===== src/rtl/chain_result_collector.sv =====
// Collector at the end of the die self-test chain: deserialises 14-bit result frames,
// checks stop bit and power sort order, and queues good frames in a show-ahead FIFO.
module chain_result_collector #(
  parameter int NUM_CHIPS  = 8,
  parameter int FIFO_DEPTH = 8
) (
  input  logic        t_clk,
  input  logic        rst,
  input  logic        enable,
  input  logic        data_in,
  input  logic        rd_en,
  output logic [11:0] rd_data,
  output logic        rd_valid,
  output logic [4:0]  fifo_count,
  output logic [3:0]  frame_count,
  output logic        collect_done,
  output logic        frame_err,
  output logic        order_err,
  output logic        overflow
);

  localparam int AW = (FIFO_DEPTH > 1) ? $clog2(FIFO_DEPTH) : 1;

  typedef enum logic [2:0] {
    ST_IDLE  = 3'd0,
    ST_HUNT  = 3'd1,
    ST_SHIFT = 3'd2,
    ST_STOP  = 3'd3,
    ST_DONE  = 3'd4
  } state_t;

  state_t          state_r;
  state_t          state_s;
  logic [3:0]      bit_cnt_r;
  logic [11:0]     shift_r;
  logic [3:0]      frame_count_r;
  logic            frame_err_r;
  logic            order_err_r;
  logic            overflow_r;
  logic            have_prev_r;
  logic [7:0]      prev_p_r;
  logic [11:0]     mem_r [FIFO_DEPTH];
  logic [AW-1:0]   wr_ptr_r;
  logic [AW-1:0]   rd_ptr_r;
  logic [4:0]      count_r;

  logic            arm_s;
  logic            good_s;
  logic            bad_s;
  logic            pop_s;
  logic            full_s;
  logic            wr_s;
  logic            drop_s;
  logic [3:0]      frame_inc_s;

  // Frame-completion and FIFO handshake decodes
  always_comb begin
    arm_s       = 1'b0;
    good_s      = 1'b0;
    bad_s       = 1'b0;
    pop_s       = 1'b0;
    full_s      = 1'b0;
    wr_s        = 1'b0;
    drop_s      = 1'b0;
    frame_inc_s = frame_count_r + 4'd1;
    if (state_r == ST_IDLE) begin
      arm_s = enable;
    end else begin
      arm_s = 1'b0;
    end
    if ((state_r == ST_STOP) && enable) begin
      good_s = ~data_in;
      bad_s  = data_in;
    end else begin
      good_s = 1'b0;
      bad_s  = 1'b0;
    end
    pop_s  = rd_en && (count_r != 5'd0);
    full_s = (count_r == 5'(FIFO_DEPTH));
    // A pop on the same edge frees the slot a full FIFO would otherwise refuse
    wr_s   = good_s && (!full_s || pop_s);
    drop_s = good_s && full_s && !pop_s;
  end

  // Next-state logic
  always_comb begin
    state_s = state_r;
    case (state_r)
      ST_IDLE: begin
        if (enable) state_s = ST_HUNT;
        else        state_s = ST_IDLE;
      end
      ST_HUNT: begin
        if (!enable)     state_s = ST_IDLE;
        else if (data_in) state_s = ST_SHIFT;
        else             state_s = ST_HUNT;
      end
      ST_SHIFT: begin
        if (!enable)                state_s = ST_IDLE;
        else if (bit_cnt_r == 4'd11) state_s = ST_STOP;
        else                        state_s = ST_SHIFT;
      end
      ST_STOP: begin
        if (!enable)                                          state_s = ST_IDLE;
        else if (good_s && (frame_inc_s == 4'(NUM_CHIPS)))    state_s = ST_DONE;
        else                                                  state_s = ST_HUNT;
      end
      ST_DONE: begin
        if (!enable) state_s = ST_IDLE;
        else         state_s = ST_DONE;
      end
      default: state_s = ST_IDLE;
    endcase
  end

  // State register
  always_ff @(posedge t_clk) begin
    if (rst) state_r <= ST_IDLE;
    else     state_r <= state_s;
  end

  // Deserialiser, run statistics and FIFO storage
  always_ff @(posedge t_clk) begin
    if (rst) begin
      bit_cnt_r     <= 4'd0;
      shift_r       <= 12'd0;
      frame_count_r <= 4'd0;
      frame_err_r   <= 1'b0;
      order_err_r   <= 1'b0;
      overflow_r    <= 1'b0;
      have_prev_r   <= 1'b0;
      prev_p_r      <= 8'd0;
      wr_ptr_r      <= '0;
      rd_ptr_r      <= '0;
      count_r       <= 5'd0;
      for (int i = 0; i < FIFO_DEPTH; i++) mem_r[i] <= 12'd0;
    end else begin
      if (state_r == ST_HUNT)  bit_cnt_r <= 4'd0;
      if (state_r == ST_SHIFT) begin
        bit_cnt_r <= bit_cnt_r + 4'd1;
        shift_r   <= {shift_r[10:0], data_in};
      end
      if (arm_s) begin
        frame_count_r <= 4'd0;
        frame_err_r   <= 1'b0;
        order_err_r   <= 1'b0;
        overflow_r    <= 1'b0;
        have_prev_r   <= 1'b0;
      end
      if (good_s) begin
        frame_count_r <= frame_inc_s;
        have_prev_r   <= 1'b1;
        prev_p_r      <= shift_r[7:0];
        if (have_prev_r && (shift_r[7:0] > prev_p_r)) order_err_r <= 1'b1;
      end
      if (bad_s)  frame_err_r <= 1'b1;
      if (drop_s) overflow_r  <= 1'b1;
      if (wr_s) begin
        mem_r[wr_ptr_r] <= shift_r;
        wr_ptr_r        <= wr_ptr_r + AW'(1'b1);
      end
      if (pop_s) rd_ptr_r <= rd_ptr_r + AW'(1'b1);
      case ({wr_s, pop_s})
        2'b10:   count_r <= count_r + 5'd1;
        2'b01:   count_r <= count_r - 5'd1;
        default: count_r <= count_r;
      endcase
    end
  end

  assign rd_data      = mem_r[rd_ptr_r];
  assign rd_valid     = (count_r != 5'd0);
  assign fifo_count   = count_r;
  assign frame_count  = frame_count_r;
  assign collect_done = (frame_count_r == 4'(NUM_CHIPS));
  assign frame_err    = frame_err_r;
  assign order_err    = order_err_r;
  assign overflow     = overflow_r;

endmodule


===== config.mk =====
export PLATFORM = sky130hd
export DESIGN_NAME = chain_result_collector
export DESIGN_NICKNAME = d
export VERILOG_FILES = /design/src/rtl/chain_result_collector.sv
export SDC_FILE = /design/constraint.sdc
export NUM_CORES = 1
export LEC_CHECK = 0
export BUFFER_PORTS_ARGS = -buffer_cell sky130_fd_sc_hd__buf_2
export CAP_MARGIN = 10
export CORE_MARGIN = 2
export CORE_UTILIZATION = 32
export CTS_BUF_LIST = sky130_fd_sc_hd__clkbuf_4 sky130_fd_sc_hd__clkbuf_8 sky130_fd_sc_hd__clkbuf_16
export DETAILED_ROUTE_END_ITERATION = 8
export GPL_TIMING_DRIVEN = 0
export PLACE_DENSITY_LB_ADDON = 0.15
export SLEW_MARGIN = 20
export SYNTH_ARGS = -nofsm -noshare
export SYNTH_HDL_FRONTEND = slang
export SYNTH_SLANG_ARGS = --single-unit
export TNS_END_PERCENT = 30

===== constraint.sdc =====
create_clock -name t_clk -period 3.3 [get_ports t_clk]
set_clock_uncertainty 0.15 [all_clocks]
set_input_delay 0.33 -clock t_clk [delete_from_list [all_inputs] [get_ports t_clk]]
set_output_delay 0.33 -clock t_clk [all_outputs]
set_load 0.02 [all_outputs]

==> metrics.md <==
| Metric | Value |
|---|---|
| Status | complete, no violations |
| Initial Util | 32.5% |
| Critical Path Max Stage Delay | 0.59 ns |
| Hold depth | 3 |
| First-pass GRT wire length | 25000 um |
| Hold_buf cts | 0 |
| Most frequent cells in the layout | 96 x edfxtp_1, 91 x and2_1, 49 x dfxtp_1 |
| Mean Syn Cell Area | 12.5 um^2 |
| CP delay by family, top | buffers and inverters |
| DRT Pass-1 Iters | 4 |
| #FFs+latches synth | 145 |
| Core area | 0.0210 mm^2 |
| Clock Path Buffers | 2 |
| VDD IR max | 0.353 mV |
| Crit path cell chain | clkbuf_1 > buf_2 > mux4_2 > mux2_2 > buf_2 |
| Setup TNS | 0 ns |
| Grt total ovfl | 0 |
| Final Cycle Share | 92.5% |
| Synth area leader | edfxtp_1 |
| Vias | 4259 |
| Vias in the first global route | 4404 |
| Number of core rows | 53 |
| Final ANT Viol Nets | 0 |
| Hold slack | 0.0900 ns |
| Area growth from synthesis to layout | 15.1% |
| Worst skew pair latency | 0.41 ns |
| Cell mode on critical path | buf_2 |
| Post-synth EDFFs | 96 |
| Share of cells above drive strength 1 | 21.5% |
| Post-cts sizing count | 0 |
| # setup viols final | 0 |
| Tmin final | 3.05 ns |
| Slew Limit Fails | 0 |
| Unrepaired setup endpoints after global routing | no |
| Post-synthesis cell area | 0.00682 mm^2 |
| Critical path class | register to output port |
| Slew margin rel. | 51.2% |
| CTS root buffer | clkbuf_16 |
| Die extent in x | 150 um |
| Cts bufs inserted | 17 |
| Data arrival, critical path | 2.57 ns |
| Placer Congestion | 0.810 |
| Final wirelength | 15600 um |
| Die H | 150 um |
| Io pins | 31 |
| Leading cell type in the layout, fill and taps excluded | edfxtp_1 |
| 1st-iter DRT viols | 157 |
| Sequential-to-total area share from yosys stat | 56.7% |
| Buf+Inv Stages, Crit Path | 3 |
| CTS tree | done |
| Syn. warnings | 0 |
| Critical path endpoint category | output port |
| Leak | 2.82 nW |
| Cells taking the most area after synthesis | edfxtp_1 42%, dfxtp_1 14%, and2_1 8.3% |
| Wirelength per Cell | 17.7 um |
| Largest net degree at the start of global routing | 17 |
| Netlist cell types | 54 |
| Vias per cell | 4.82 |
| Worst-path fanout max | 10 |
| Syn nets | 567 |
| Final Hold Vio Count | 0 |
| Total track usage | 15.0% |
| Hold Crit Class | input pin to register |
| Residual DRC | 0 |
| Setup Buffers After CTS | 0 |
| DIE AREA | 0.0225 mm^2 |
| Crit path required time | 2.82 ns |
| Max Fclk | 328 MHz |
| Crit start category | register |
| Placed wire-length estimate | 10700 um |
| Final net count | 616 |
| Fill cells | 2093 |
| Ys async rst share | 0% |
| Post-Syn Instances | 546 |
| Worst Tran Pin Value | 0.732 ns |
| Ys flop type | edfxtp_1 |
| Clk slew on worst S/H paths | 0.06 ns |
| Number of diodes | 0 |
| Max-Cap Viols | 0 |
| Initial antenna violation count | 0 |
| Clock sink count | 145 |
| Seq. cell area | 0.00386 mm^2 |
| PD cells | 597 mW/mm^2 |
| CP max-delay cell | mux4_2 |
| IO Port Bufs | 30 |
| Critical path depth | 5 |
| H-tree lvl count | 4 |
| Share of the synthesized area in the top cell type | 42.3% |
| Area occupied by multi-input gates | 0.00273 mm^2 |
| R2R depth | 9 |
sequential cells by signal (all words and copies together), names as in the netlist, named ones only:
signal / cells
wr_ptr_r: 3
bit_cnt_r: 4
have_prev_r: 1
frame_err: 1
state_r: 3
fifo_count: 5
frame_count: 4
shift_r: 12
rd_ptr_r: 3
overflow: 1
prev_p_r: 8
order_err: 1
mem_r: 96
tightest hold or removal path, stage by stage:
cell and delay [ns]:
buf_2 0.14, mux2i_1 0.08, nor2_1 0.07
final cells by class:
type	count	share of cell area [%]
multi-input cells	351	34.7
repair buffers	30	1.91
plain buffers	37	2.31
well taps	275	4.38
flip-flops and latches	145	49.2
clock inverters	15	1.43
inverters	13	0.621
clock buffers	17	5.42
cell usage after synthesis (4+ instances only):
| cell type | n |
|---|---|
| a21oi_1 | 25 |
| and2_1 | 91 |
| buf_2 | 4 |
| buf_4 | 4 |
| clkbuf_1 | 24 |
| dfxtp_1 | 49 |
| edfxtp_1 | 96 |
| ha_1 | 16 |
| inv_1 | 12 |
| mux2_2 | 12 |
| mux2i_1 | 14 |
| mux4_2 | 24 |
| nand2_1 | 29 |
| nand2b_1 | 4 |
| nor2_1 | 37 |
| nor2_4 | 4 |
| nor3_1 | 15 |
| nor4_1 | 6 |
| o21ai_0 | 13 |
| or2_2 | 10 |
| xnor2_1 | 4 |
| xor2_1 | 4 |
routing by layer:
metal | vias up | GRT usage (%) | part of all wire (%)
met4 | 0 | 3.82 | 1.2
li1 | 2055 | - | -
met2 | 60 | 26.3 | 52
met3 | 15 | 3.23 | 2.6
met5 | - | 0 | 0
met1 | 2129 | 18.8 | 45
cell families (layout without fill, tap and decap cells):
family | after synthesis | count (layout) | share of synthesized area, %
multiplexers | 51 | 51 | 12.3
AND/OR/NAND/NOR | 219 | 219 | 18.5
flip-flops | 145 | 145 | 56.7
AO/OA/AOI/OAI | 57 | 57 | 5.25
XOR/XNOR | 8 | 8 | 1.03
adder cells (fa/ha/maj) | 16 | 16 | 2.94
buffers and inverters | 50 | 112 | 3.38
path summary, 6_finish.rpt:
path | from | slack, ns | endpoint
hold / removal | data_in | 0.09 | shift_r[0]
hold reg to reg | prev_p_r[2] | 0.31 | prev_p_r[2]
setup / recovery | register | 0.25 | rd_data[9]
setup reg to reg | fifo_count[0] | 0.59 | fifo_count[4]
through the flow:
step | power [mW] | util [%] | cells | instance area [um^2] | setup WS [ns]
after floorplan | 2.75 | - | 546 | 6820 | 0.703
final | 4.69 | 37.5 | 883 | 7850 | 0.248
after detailed placement | 3.00 | 34.9 | 851 | 7310 | 0.570
after CTS | 4.76 | 37.5 | 883 | 7850 | 0.139
after global placement | 2.99 | 34.9 | 851 | 7310 | 0.577
after global routing | 4.90 | 37.5 | 883 | 7850 | 0.0485
report_power, final:
part | switching, mW | internal [mW] | total, mW
Combinational | 0.483 | 0.385 | 0.868
Sequential | 0.0563 | 2.01 | 2.07
Clock | 0.787 | 0.966 | 1.75
Note: power is estimated with default switching activity, not from simulation.
